==> src/rtl/phase_sequencer.sv <==
// phase_sequencer: five-phase (IF, ID, EX, MEM, WB) control sequencer for
// the multicycle core. Produces one-hot phase enables and handles decoder-driven
// MEM/WB skipping, memory-wait stalls, halting at instruction boundaries,
// a stall watchdog and busy-cycle / retired-instruction counters.
//
// Ports:
//   CLK, RST          clock; asynchronous active-high reset
//   Start             leave IDLE/HALTED and fetch (ignored after a timeout)
//   HaltReq           level; stop at the next instruction boundary
//   MemReady          memory handshake; low stalls IF and MEM
//   SkipMem, SkipWB   decoder hints, sampled in ID only
//   Step              (SINGLE_STEP_EN only) release from PAUSE into IF
//   Phases[4:0]       one-hot enables [0]IF [1]ID [2]EX [3]MEM [4]WB
//   InstrDone         final non-stalled cycle of each instruction
//   Stalled           IF or MEM waiting on memory
//   Busy, Halted      in a phase state / in HALTED
//   Timeout           sticky watchdog error, cleared only by RST
//   CycleCount        busy cycles, saturating
//   InstrCount        completed instructions, wrapping
//
// Build option: define SINGLE_STEP_EN to add the Step input and a PAUSE
// state entered after every instruction that is not halting.
//
// state  | meaning
// IDLE   | out of reset, waiting for Start
// IF     | fetch, waits on MemReady
// ID     | decode, captures skip hints
// EX     | execute
// MEM    | memory access, waits on MemReady
// WB     | write back
// HALTED | stopped by HaltReq or watchdog
// PAUSE  | single-step hold between instructions (SINGLE_STEP_EN)

module phase_sequencer #(
  parameter int CNT_W     = 16,
  parameter int MAX_STALL = 15
) (
  input  logic             CLK,
  input  logic             RST,
  input  logic             Start,
  input  logic             HaltReq,
  input  logic             MemReady,
  input  logic             SkipMem,
  input  logic             SkipWB,
`ifdef SINGLE_STEP_EN
  input  logic             Step,
`endif
  output logic [4:0]       Phases,
  output logic             InstrDone,
  output logic             Stalled,
  output logic             Busy,
  output logic             Halted,
  output logic             Timeout,
  output logic [CNT_W-1:0] CycleCount,
  output logic [CNT_W-1:0] InstrCount
);

  typedef enum logic [2:0] {
    S_IDLE,
    S_IF,
    S_ID,
    S_EX,
    S_MEM,
    S_WB,
    S_HALTED
`ifdef SINGLE_STEP_EN
    , S_PAUSE
`endif
  } state_t;

  state_t           state_q, state_d;
  logic             skip_mem_q, skip_mem_d;
  logic             skip_wb_q, skip_wb_d;
  logic [7:0]       stall_cnt_q, stall_cnt_d;
  logic             timeout_q, timeout_d;
  logic [CNT_W-1:0] cycle_cnt_q, cycle_cnt_d;
  logic [CNT_W-1:0] instr_cnt_q, instr_cnt_d;
  logic             boundary;

  always_ff @(posedge CLK or posedge RST) begin
    if (RST) begin
      state_q     <= S_IDLE;
      skip_mem_q  <= 1'b0;
      skip_wb_q   <= 1'b0;
      stall_cnt_q <= 8'd0;
      timeout_q   <= 1'b0;
      cycle_cnt_q <= '0;
      instr_cnt_q <= '0;
    end else begin
      state_q     <= state_d;
      skip_mem_q  <= skip_mem_d;
      skip_wb_q   <= skip_wb_d;
      stall_cnt_q <= stall_cnt_d;
      timeout_q   <= timeout_d;
      cycle_cnt_q <= cycle_cnt_d;
      instr_cnt_q <= instr_cnt_d;
    end
  end

  always_comb begin
    state_d     = state_q;
    skip_mem_d  = skip_mem_q;
    skip_wb_d   = skip_wb_q;
    stall_cnt_d = 8'd0;
    timeout_d   = timeout_q;
    Phases      = 5'b00000;
    Stalled     = 1'b0;
    InstrDone   = 1'b0;
    boundary    = 1'b0;

    case (state_q)
      S_IDLE: begin
        if (Start) state_d = S_IF;
      end
      S_IF: begin
        Phases = 5'b00001;
        if (!MemReady) Stalled = 1'b1;
        else           state_d = S_ID;
      end
      S_ID: begin
        Phases     = 5'b00010;
        skip_mem_d = SkipMem;
        skip_wb_d  = SkipWB;
        state_d    = S_EX;
      end
      S_EX: begin
        Phases = 5'b00100;
        if (skip_mem_q && skip_wb_q) boundary = 1'b1;
        else if (skip_mem_q)         state_d  = S_WB;
        else                         state_d  = S_MEM;
      end
      S_MEM: begin
        Phases = 5'b01000;
        if (!MemReady)      Stalled  = 1'b1;
        else if (skip_wb_q) boundary = 1'b1;
        else                state_d  = S_WB;
      end
      S_WB: begin
        Phases   = 5'b10000;
        boundary = 1'b1;
      end
      S_HALTED: begin
        // a watchdog halt is only recoverable through RST
        if (Start && !timeout_q) state_d = S_IF;
      end
`ifdef SINGLE_STEP_EN
      S_PAUSE: begin
        if (HaltReq)   state_d = S_HALTED;
        else if (Step) state_d = S_IF;
      end
`endif
      default: state_d = S_IDLE;
    endcase

    if (boundary) begin
      InstrDone = 1'b1;
      if (HaltReq) state_d = S_HALTED;
`ifdef SINGLE_STEP_EN
      else         state_d = S_PAUSE;
`else
      else         state_d = S_IF;
`endif
    end

    // the MAX_STALL-th consecutive stalled cycle trips the watchdog
    if (Stalled) begin
      if (stall_cnt_q == 8'(MAX_STALL - 1)) begin
        timeout_d = 1'b1;
        state_d   = S_HALTED;
      end else begin
        stall_cnt_d = stall_cnt_q + 8'd1;
      end
    end
  end

  assign Busy = (state_q == S_IF) || (state_q == S_ID) || (state_q == S_EX) ||
                (state_q == S_MEM) || (state_q == S_WB);

  always_comb begin
    cycle_cnt_d = cycle_cnt_q;
    if (Busy && (cycle_cnt_q != '1)) cycle_cnt_d = cycle_cnt_q + CNT_W'(1);
    instr_cnt_d = instr_cnt_q;
    if (InstrDone) instr_cnt_d = instr_cnt_q + CNT_W'(1);
  end

  assign Halted     = (state_q == S_HALTED);
  assign Timeout    = timeout_q;
  assign CycleCount = cycle_cnt_q;
  assign InstrCount = instr_cnt_q;

endmodule

==> config.mk <==
export PLATFORM = sky130hd
export DESIGN_NAME = phase_sequencer
export DESIGN_NICKNAME = d
export VERILOG_FILES = /design/src/rtl/phase_sequencer.sv
export SDC_FILE = /design/constraint.sdc
export NUM_CORES = 1
export LEC_CHECK = 0
export CAP_MARGIN = 25
export CORE_ASPECT_RATIO = 1.2
export CORE_MARGIN = 2
export CORE_UTILIZATION = 30
export CTS_CLUSTER_SIZE = 20
export DETAILED_ROUTE_END_ITERATION = 8
export GPL_TIMING_DRIVEN = 0
export PLACE_DENSITY = 0.56
export SYNTH_ARGS = -nofsm -noshare
export SYNTH_HDL_FRONTEND = slang
export SYNTH_SLANG_ARGS = --single-unit
export TNS_END_PERCENT = 30
==> constraint.sdc <==
create_clock -name CLK -period 4.6 [get_ports CLK]
set_input_delay 1.38 -clock CLK [delete_from_list [all_inputs] [get_ports CLK]]
set_output_delay 1.38 -clock CLK [all_outputs]
set_load 0.01 [all_outputs]
==> results of run 1 <==
[report_power, final]
group	switching (uW)	internal [uW]	total [uW]
Combinational	290	302	592
Clock	135	102	238
Sequential	95.1	486	581
Total	520	890	1410
[state kept, by name, summed over array words and instances (netlist names)]
register and cells:
CycleCount 16, skip_wb_q 1, Timeout 1, InstrCount 16
skip_mem_q 1, state_q 3, stall_cnt_q 8
[what timing repair did]
item	in CTS	in global routing
gates resized for setup	3	0
hold buffers	0	0
setup endpoints to repair	1	0
[final cells by class]
| class | count | area, sq um |
|---|---|---|
| fillers | 781 | 4570 |
| flip-flops and latches | 46 | 1150 |
| multi-input cells | 154 | 1130 |
| repair buffers | 49 | 499 |
| well taps | 92 | 115 |
| clock buffers | 5 | 68.8 |
| plain buffers | 8 | 46.3 |
| inverters | 7 | 26.3 |
| clock inverters | 2 | 10.0 |
[layout by cell type, fill, tap and decap left out, types with 2 or more instances in the layout]
cell type	n
sky130_fd_sc_hd__and4_1	2
sky130_fd_sc_hd__xor2_1	15
sky130_fd_sc_hd__nand4_2	2
sky130_fd_sc_hd__nor3b_1	3
sky130_fd_sc_hd__and3_1	4
sky130_fd_sc_hd__clkbuf_8	5
sky130_fd_sc_hd__nor2_1	13
sky130_fd_sc_hd__nand3_1	9
sky130_fd_sc_hd__buf_4	4
sky130_fd_sc_hd__or4b_4	2
sky130_fd_sc_hd__nor2b_1	3
sky130_fd_sc_hd__xnor2_1	18
sky130_fd_sc_hd__nand2b_1	3
sky130_fd_sc_hd__o31ai_1	2
sky130_fd_sc_hd__mux2_1	3
sky130_fd_sc_hd__nand2_1	12
sky130_fd_sc_hd__dfrtp_1	46
sky130_fd_sc_hd__clkinv_2	2
sky130_fd_sc_hd__mux2_2	3
sky130_fd_sc_hd__a22oi_1	2
sky130_fd_sc_hd__nor3_1	9
sky130_fd_sc_hd__and4b_1	3
sky130_fd_sc_hd__o21ai_0	3
sky130_fd_sc_hd__a21oi_1	3
sky130_fd_sc_hd__ha_1	4
sky130_fd_sc_hd__clkbuf_1	3
sky130_fd_sc_hd__clkdlybuf4s50_1	47
sky130_fd_sc_hd__and2_1	2
sky130_fd_sc_hd__inv_1	6
sky130_fd_sc_hd__nor4_2	3
sky130_fd_sc_hd__nand4_1	17
[worst register-to-register path: cells and delay by family (launching register included)]
| family | cells | cell delay, ps |
|---|---|---|
| fa+ha+maj | 1 | 230 |
| flops | 1 | 430 |
| xor+xnor | 1 | 140 |
| simple gates | 3 | 1030 |
[layer usage]
metal / wire length [um] / vias to the layer above / global-route usage (%)
met2: 2460 / 42 / 20.8
met4: 62 / 0 / 3.30
li1: - / 873 / -
met3: 263 / 7 / 3.36
met1: 2290 / 895 / 16.1
met5: 0 / - / 0
[synth_stat cells (2+ instances only)]
library cell               count
sky130_fd_sc_hd__nor3b_1       3
sky130_fd_sc_hd__nor2_1       13
sky130_fd_sc_hd__xor2_1       15
sky130_fd_sc_hd__buf_2         3
sky130_fd_sc_hd__nand2b_1      3
sky130_fd_sc_hd__buf_4         2
sky130_fd_sc_hd__dfrtp_1      46
sky130_fd_sc_hd__o31ai_1       2
sky130_fd_sc_hd__clkbuf_1      3
sky130_fd_sc_hd__a21oi_1       3
sky130_fd_sc_hd__nand2_1      12
sky130_fd_sc_hd__mux2_2        3
sky130_fd_sc_hd__ha_1          4
sky130_fd_sc_hd__nor4_2        3
sky130_fd_sc_hd__and4b_1       3
sky130_fd_sc_hd__a22oi_1       2
sky130_fd_sc_hd__and3_1        4
sky130_fd_sc_hd__nor2b_1       3
sky130_fd_sc_hd__xnor2_1      18
sky130_fd_sc_hd__or4b_4        2
sky130_fd_sc_hd__nor3_1        9
sky130_fd_sc_hd__nand3_1       9
sky130_fd_sc_hd__and4_1        2
sky130_fd_sc_hd__o21ai_0       3
sky130_fd_sc_hd__nand4_1      17
sky130_fd_sc_hd__inv_1         7
sky130_fd_sc_hd__mux2_1        3
sky130_fd_sc_hd__and2_1        2
sky130_fd_sc_hd__nand4_2       2
[kinds of logic (layout without fill, tap and decap cells)]
family,Yosys count,after routing
AND/OR/NAND/NOR,94,94
AO/OA/AOI/OAI,16,16
multiplexers,7,7
flip-flops,46,46
XOR/XNOR,33,33
buffers and inverters,15,71
adder cells (fa/ha/maj),4,4
[per-stage QoR]
stage | hold WS, ps | cell area, sq um
final | 478 | 3050
after global routing | 514 | 3050
after CTS | 490 | 3050
after detailed placement | 466 | 2960
after global placement | 465 | 2940
after floorplan | 467 | 2350
[path summary, 6_finish.rpt]
path / startpoint / endpoint / slack, ps / cells after the start
min in group asynchronous: RST / CycleCount[6]$_DFFE_PP0P_ / 1310 / 2
setup reg to reg: CycleCount[0]$_DFFE_PP0P_ / CycleCount[12]$_DFFE_PP0P_ / 2710 / 5
hold / removal: InstrCount[15]$_DFFE_PP0P_ / InstrCount[15]$_DFFE_PP0P_ / 480 / 1
hold reg to reg: InstrCount[15]$_DFFE_PP0P_ / InstrCount[15]$_DFFE_PP0P_ / 480 / 1
max in group asynchronous: RST / skip_mem_q$_DFFE_PP0P_ / 2800 / 3
setup / recovery: MemReady / InstrDone / 230 / 6
==> metrics.txt, run 1 <==
# TYPE chip_impl_metric gauge
chip_impl_metric{name="p_total",unit="uW"} 1410
chip_impl_metric{name="relSlewSlack",unit="%"} 59.6
chip_impl_metric{name="clkTransAtPathRegs",unit="ps"} 80
chip_impl_metric{name="fp.dieW",unit="um"} 84.8
chip_impl_metric{name="final_min_period_over_clock_period",unit="%"} 95.0
chip_impl_metric{name="synth-seq-cells",unit=""} 46
chip_impl_metric{name="worstPathRequired",unit="ps"} 3220
chip_impl_info{name="netlist_top_cells_area",value="sky130_fd_sc_hd__dfrtp_1, sky130_fd_sc_hd__xnor2_1, sky130_fd_sc_hd__xor2_1, sky130_fd_sc_hd__nand4_1, sky130_fd_sc_hd__ha_1"} 1
chip_impl_metric{name="dieHeight",unit="um"} 101
chip_impl_metric{name="setup_viol_count_final",unit=""} 0
chip_impl_metric{name="slew_violations",unit=""} 0
chip_impl_metric{name="synth_nets",unit=""} 226
chip_impl_metric{name="vias_per_cell",unit=""} 5.01
chip_impl_metric{name="grt_pass1_vias",unit=""} 1778
chip_impl_metric{name="std_cell_rows",unit=""} 35
chip_impl_metric{name="synth_sequential_area_ratio",unit="%"} 49.0
chip_impl_metric{name="p_per_area",unit="nW/um^2"} 463
chip_impl_metric{name="postSynthCellCount",unit=""} 215
chip_impl_info{name="critPathLaunchType",value="input pin"} 1
chip_impl_info{name="post-synth-top-area-cell",value="sky130_fd_sc_hd__dfrtp_1"} 1
chip_impl_metric{name="number_of_antenna_violations_at_the_first_check_in_global_routing",unit=""} 0
chip_impl_metric{name="number_of_diodes",unit=""} 0
chip_impl_metric{name="ctsHtreeMaxLevel",unit=""} 2
chip_impl_metric{name="vias",unit=""} 1817
chip_impl_metric{name="top_level_ports",unit=""} 49
chip_impl_metric{name="wl_per_cell",unit="um"} 14.0
chip_impl_metric{name="place_hpwl",unit="mm"} 3.66
chip_impl_metric{name="period_needed",unit="ps"} 4370
chip_impl_metric{name="die-area",unit="sq um"} 8550
chip_impl_metric{name="worstPathBufferInverterCount",unit=""} 4
chip_impl_info{name="cpMostUsedCell",value="sky130_fd_sc_hd__buf_4"} 1
chip_impl_metric{name="worst_clock_skew",unit="ps"} 13.0
chip_impl_info{name="cp_slowest_cell",value="sky130_fd_sc_hd__clkdlybuf4s50_1"} 1
chip_impl_info{name="path_delay_family",value="buffers and inverters"} 1
chip_impl_info{name="cts_tree",value="yes"} 1
chip_impl_metric{name="grt.overflow.total",unit=""} 0
chip_impl_info{name="timing.setup.critical_path_class",value="input pin to output pin"} 1
chip_impl_metric{name="detailedPlace.worstSlack",unit="ps"} -138
chip_impl_metric{name="grt.total_usage",unit="%"} 12.5
chip_impl_metric{name="post_synth_and_or_nand_nor_area_fraction",unit="%"} 25.8
chip_impl_metric{name="share_of_the_synthesized_netlist_area_taken_by_xor_and_xnor_gates",unit="%"} 12.3
chip_impl_metric{name="synth_largest_type_area_fraction",unit="%"} 49.0
chip_impl_metric{name="cts-root-to-sink-buffers",unit=""} 2
chip_impl_metric{name="setup-tns-final",unit="ps"} 0
chip_impl_info{name="worstHoldPathType",value="flop to flop"} 1
chip_impl_info{name="outcome",value="finished, final reports clean"} 1
chip_impl_metric{name="synth-edff-count",unit=""} 0
chip_impl_metric{name="worst_ep_arrival_time",unit="ps"} 2990
chip_impl_metric{name="timing.final.hold_violations",unit=""} 0
chip_impl_metric{name="grt_max_degree",unit=""} 37
chip_impl_metric{name="cts.repair_timing.setup_buffer_count",unit=""} 0
chip_impl_info{name="critical_path.endpoint_type",value="output pin"} 1
chip_impl_metric{name="final_instance_count_excl_fillers",unit=""} 363
chip_impl_metric{name="critical_path_peak_fanout",unit=""} 10
chip_impl_info{name="master_cell_of_the_clock_root_buffer",value="sky130_fd_sc_hd__clkbuf_8"} 1
chip_impl_metric{name="clk_lat_worst_skew",unit="ps"} 300
chip_impl_metric{name="num-nets-final",unit=""} 282
chip_impl_metric{name="worst_ir_drop_vdd",unit="V"} 0.000253
chip_impl_metric{name="drt-pass1-iter-count",unit=""} 4
chip_impl_info{name="combinational_family_with_the_most_area_after_synthesis",value="simple AND/OR/NAND/NOR gates"} 1
chip_impl_metric{name="mean_post_synth_cell_area",unit="sq um"} 10.9
chip_impl_metric{name="initial_utilization",unit="%"} 30.8
chip_impl_metric{name="synthDistinctLibCells",unit=""} 43
chip_impl_metric{name="cts_buffers",unit=""} 5
chip_impl_metric{name="place.port_buffers",unit=""} 48
chip_impl_metric{name="synth.area.mux_share",unit="%"} 3.30
chip_impl_metric{name="synthesis.area",unit="sq um"} 2350
chip_impl_metric{name="clock.fmax",unit="GHz"} 0.229
chip_impl_metric{name="synthToLayoutAreaGrowth",unit="%"} 29.7
chip_impl_metric{name="route.final.wire_length",unit="mm"} 5.07
chip_impl_metric{name="final_antenna_net_count",unit=""} 0
chip_impl_metric{name="drtIter0Drc",unit=""} 39
chip_impl_info{name="setup_repair_after_global_routing_missed_its_margin",value="no"} 1
chip_impl_metric{name="grt_pass1_wl",unit="mm"} 8.65
chip_impl_metric{name="core_region_area",unit="sq um"} 7620
chip_impl_info{name="synthFlopType",value="sky130_fd_sc_hd__dfrtp_1"} 1
chip_impl_metric{name="final_util",unit="%"} 40.0
chip_impl_metric{name="tightest_slew",unit="ps"} 602
chip_impl_metric{name="yosys_synthesis_warning_count",unit=""} 0
chip_impl_metric{name="synth_compound_area_share",unit="%"} 4.53
chip_impl_metric{name="synthAdderAreaFrac",unit="%"} 2.13
chip_impl_metric{name="gpl.final_weighted_congestion",unit=""} 0.796
chip_impl_metric{name="remaining_drc_errors",unit=""} 0
chip_impl_metric{name="place.detailed.instances",unit=""} 356
chip_impl_metric{name="layout_setup_ws",unit="ps"} 232
chip_impl_metric{name="async_reset_ff_share",unit="%"} 100
chip_impl_info{name="cp_cell_sequence",value="dlygate4sd2_1 -> and4b_1 -> a211o_1 -> buf_4 -> buf_4 -> clkdlybuf4s50_1"} 1
chip_impl_metric{name="cellLeakagePower",unit="uW"} 0.00128
chip_impl_metric{name="max_cap_viols",unit=""} 0
chip_impl_metric{name="layout-drive-gt1-share",unit="%"} 9.96
chip_impl_metric{name="cts_num_sinks",unit=""} 46
chip_impl_metric{name="critPathMaxStageDelay",unit="ps"} 480
Note: power is estimated with default switching activity, not from simulation.
==> run 2, diff against run 1 <==
--- a/config.mk
+++ b/config.mk
@@ -6,14 +6,16 @@
 export NUM_CORES = 1
 export LEC_CHECK = 0
 export CAP_MARGIN = 25
+export CELL_PAD_IN_SITES_DETAIL_PLACEMENT = 0
+export CELL_PAD_IN_SITES_GLOBAL_PLACEMENT = 1
 export CORE_ASPECT_RATIO = 1.2
 export CORE_MARGIN = 2
 export CORE_UTILIZATION = 30
 export CTS_CLUSTER_SIZE = 20
 export DETAILED_ROUTE_END_ITERATION = 8
 export GPL_TIMING_DRIVEN = 0
-export PLACE_DENSITY = 0.56
+export PLACE_DENSITY = 0.67
 export SYNTH_ARGS = -nofsm -noshare
 export SYNTH_HDL_FRONTEND = slang
 export SYNTH_SLANG_ARGS = --single-unit
-export TNS_END_PERCENT = 30
+export TNS_END_PERCENT = 1
==> metrics.txt, run 2 (same netlist as run 1, synthesis figures left out) <==
# TYPE chip_impl_metric gauge
chip_impl_metric{name="gpl.final_weighted_congestion",unit=""} 0.729
chip_impl_metric{name="clkTransAtPathRegs",unit="ps"} 90
chip_impl_metric{name="vias_per_cell",unit=""} 4.93
chip_impl_metric{name="cts_hold_buffers",unit=""} 0
chip_impl_info{name="critPathLaunchType",value="input pin"} 1
chip_impl_metric{name="cts_num_sinks",unit=""} 46
chip_impl_metric{name="critPathMaxStageDelay",unit="ps"} 480
chip_impl_info{name="highest_count_cells_in_the_layout_ignoring_fill_and_taps",value="sky130_fd_sc_hd__clkdlybuf4s50_1, sky130_fd_sc_hd__dfrtp_1, sky130_fd_sc_hd__xnor2_1"} 1
chip_impl_metric{name="setup_viol_count_final",unit=""} 0
chip_impl_metric{name="worst_ir_drop_vdd",unit="V"} 0.000272
chip_impl_metric{name="worstPathRequired",unit="ps"} 3220
chip_impl_info{name="cp_slowest_cell",value="sky130_fd_sc_hd__clkdlybuf4s50_1"} 1
chip_impl_info{name="setup_repair_after_global_routing_missed_its_margin",value="no"} 1
chip_impl_metric{name="place_hpwl",unit="mm"} 3.64
chip_impl_metric{name="grt.met1_usage",unit="%"} 17.6
chip_impl_metric{name="fill_cells",unit=""} 764
chip_impl_metric{name="critical_path_peak_fanout",unit=""} 10
chip_impl_metric{name="number_of_antenna_violations_at_the_first_check_in_global_routing",unit=""} 0
chip_impl_metric{name="setup-tns-final",unit="ps"} 0
chip_impl_metric{name="multi_input_comb_area",unit="sq um"} 1130
chip_impl_metric{name="clk_lat_worst_skew",unit="ps"} 300
chip_impl_metric{name="route.final.wire_length",unit="mm"} 5.06
chip_impl_metric{name="seqCellArea",unit="sq um"} 1150
chip_impl_metric{name="period_needed",unit="ps"} 4210
chip_impl_metric{name="wl_per_cell",unit="um"} 13.9
chip_impl_metric{name="slew_violations",unit=""} 0
chip_impl_metric{name="top_level_ports",unit=""} 49
chip_impl_metric{name="p_total",unit="uW"} 1480
chip_impl_metric{name="fp.dieW",unit="um"} 84.8
chip_impl_info{name="critical_path.endpoint_type",value="output pin"} 1
chip_impl_metric{name="remaining_drc_errors",unit=""} 0
chip_impl_metric{name="vias",unit=""} 1794
chip_impl_metric{name="place.port_buffers",unit=""} 48
chip_impl_metric{name="clock.fmax",unit="GHz"} 0.238
chip_impl_metric{name="dieHeight",unit="um"} 101
chip_impl_metric{name="layout-drive-gt1-share",unit="%"} 9.93
chip_impl_metric{name="synthToLayoutAreaGrowth",unit="%"} 31.4
chip_impl_metric{name="initial_utilization",unit="%"} 30.8
chip_impl_metric{name="grt.total_usage",unit="%"} 12.8
chip_impl_metric{name="cellLeakagePower",unit="uW"} 0.00130
chip_impl_metric{name="cts-root-to-sink-buffers",unit=""} 2
chip_impl_metric{name="met3_usage",unit="%"} 2.78
chip_impl_metric{name="final_antenna_net_count",unit=""} 0
chip_impl_info{name="worstHoldPathType",value="flop to flop"} 1
chip_impl_metric{name="drtIter0Drc",unit=""} 33
chip_impl_metric{name="number_of_diodes",unit=""} 0
chip_impl_metric{name="grt_util_met2",unit="%"} 20.2
chip_impl_metric{name="die-area",unit="sq um"} 8550
chip_impl_info{name="master_cell_of_the_clock_root_buffer",value="sky130_fd_sc_hd__clkbuf_8"} 1
chip_impl_metric{name="grt.overflow.total",unit=""} 0
chip_impl_metric{name="relSlewSlack",unit="%"} 56.9
chip_impl_metric{name="p_per_area",unit="nW/um^2"} 478
chip_impl_metric{name="max_cap_viols",unit=""} 0
chip_impl_metric{name="timing.final.hold_violations",unit=""} 0
chip_impl_metric{name="core_region_area",unit="sq um"} 7620
chip_impl_metric{name="worst_ep_arrival_time",unit="ps"} 2830
chip_impl_metric{name="cts.repair_timing.setup_buffer_count",unit=""} 0
chip_impl_info{name="top_usage_layer",value="met2"} 1
chip_impl_metric{name="grt_pass1_vias",unit=""} 1817
chip_impl_metric{name="tightest_slew",unit="ps"} 641
chip_impl_info{name="timing.setup.critical_path_class",value="input pin to output pin"} 1
chip_impl_metric{name="grt_max_degree",unit=""} 25
chip_impl_metric{name="drt-pass1-iter-count",unit=""} 4
chip_impl_metric{name="cts_buffers",unit=""} 5
chip_impl_metric{name="grt_pass1_wl",unit="mm"} 8.92
chip_impl_metric{name="num-nets-final",unit=""} 282
chip_impl_metric{name="ctsHtreeMaxLevel",unit=""} 2
chip_impl_info{name="cp_cell_sequence",value="dlymetal6s2s_1 -> and4b_1 -> a211o_1 -> buf_4 -> buf_6 -> clkdlybuf4s50_1"} 1
chip_impl_metric{name="std_cell_rows",unit=""} 35
chip_impl_info{name="cts_tree",value="yes"} 1
chip_impl_metric{name="finalHoldWorstSlack",unit="ps"} 480
chip_impl_info{name="mostFrequentLayoutCell",value="sky130_fd_sc_hd__clkdlybuf4s50_1"} 1
chip_impl_info{name="outcome",value="finished, final reports clean"} 1
chip_impl_metric{name="worst_clock_skew",unit="ps"} 10.8
chip_impl_metric{name="final_min_period_over_clock_period",unit="%"} 91.5
## run 2: what timing repair did
| item | in CTS | in global routing |
|---|---|---|
| gates resized for setup | 3 | 1 |
| cloned | 0 | 0 |
| setup endpoints to repair | 1 | 1 |
## run 2: final cells by class
cell class	count	share of cell area, %
sequential	46	37.3
timing repair buffer	49	16.3
buffer	8	1.62
clock inverter	2	1.22
clock buffer	6	2.35
tap	92	3.73
inverter	7	0.852
multi-input combinational	154	36.6
## run 2: power breakdown
group | switching (uW) | internal [uW] | total, uW
Clock | 138 | 162 | 301
Sequential | 95.9 | 486 | 582
Combinational | 289 | 304 | 593
Total | 523 | 952 | 1480
## run 2: worst max-delay path, delay by kind of cell
| kind | cells | cell delay (ps) |
|---|---|---|
| buf+inv | 4 | 980 |
| compound gates | 1 | 260 |
| simple gates | 1 | 200 |
## run 2: worst paths after layout
path	slack [ps]	to	cells after the start	from
setup / recovery	390	InstrDone	6	MemReady
hold / removal	480	InstrCount[15]$_DFFE_PP0P_	1	InstrCount[15]$_DFFE_PP0P_
setup reg to reg	2660	CycleCount[15]$_DFFE_PP0P_	5	state_q[1]$_DFF_PP0_
hold reg to reg	480	InstrCount[15]$_DFFE_PP0P_	1	InstrCount[15]$_DFFE_PP0P_
max in group asynchronous	2670	skip_mem_q$_DFFE_PP0P_	3	RST
min in group asynchronous	1420	InstrCount[15]$_DFFE_PP0P_	2	RST
## run 2: stage by stage
step | worst slack (ps) | instances | cell area, sq um | util (%)
3_5_place_dp | -129 | 356 | 2960 | 38.9
6_report | 390 | 364 | 3090 | 40.5
5_1_grt | 325 | 364 | 3090 | 40.5
3_3_place_gp | -155 | 355 | 2940 | 38.6
2_1_floorplan | 1090 | 215 | 2350 | -
4_1_cts | 35.6 | 364 | 3080 | 40.5
## run 2: metal layers
metal	up-vias	part of all wire (%)
li1	878	-
met5	-	0
met1	873	48
met3	7	3.8
met2	36	47
met4	0	1.4
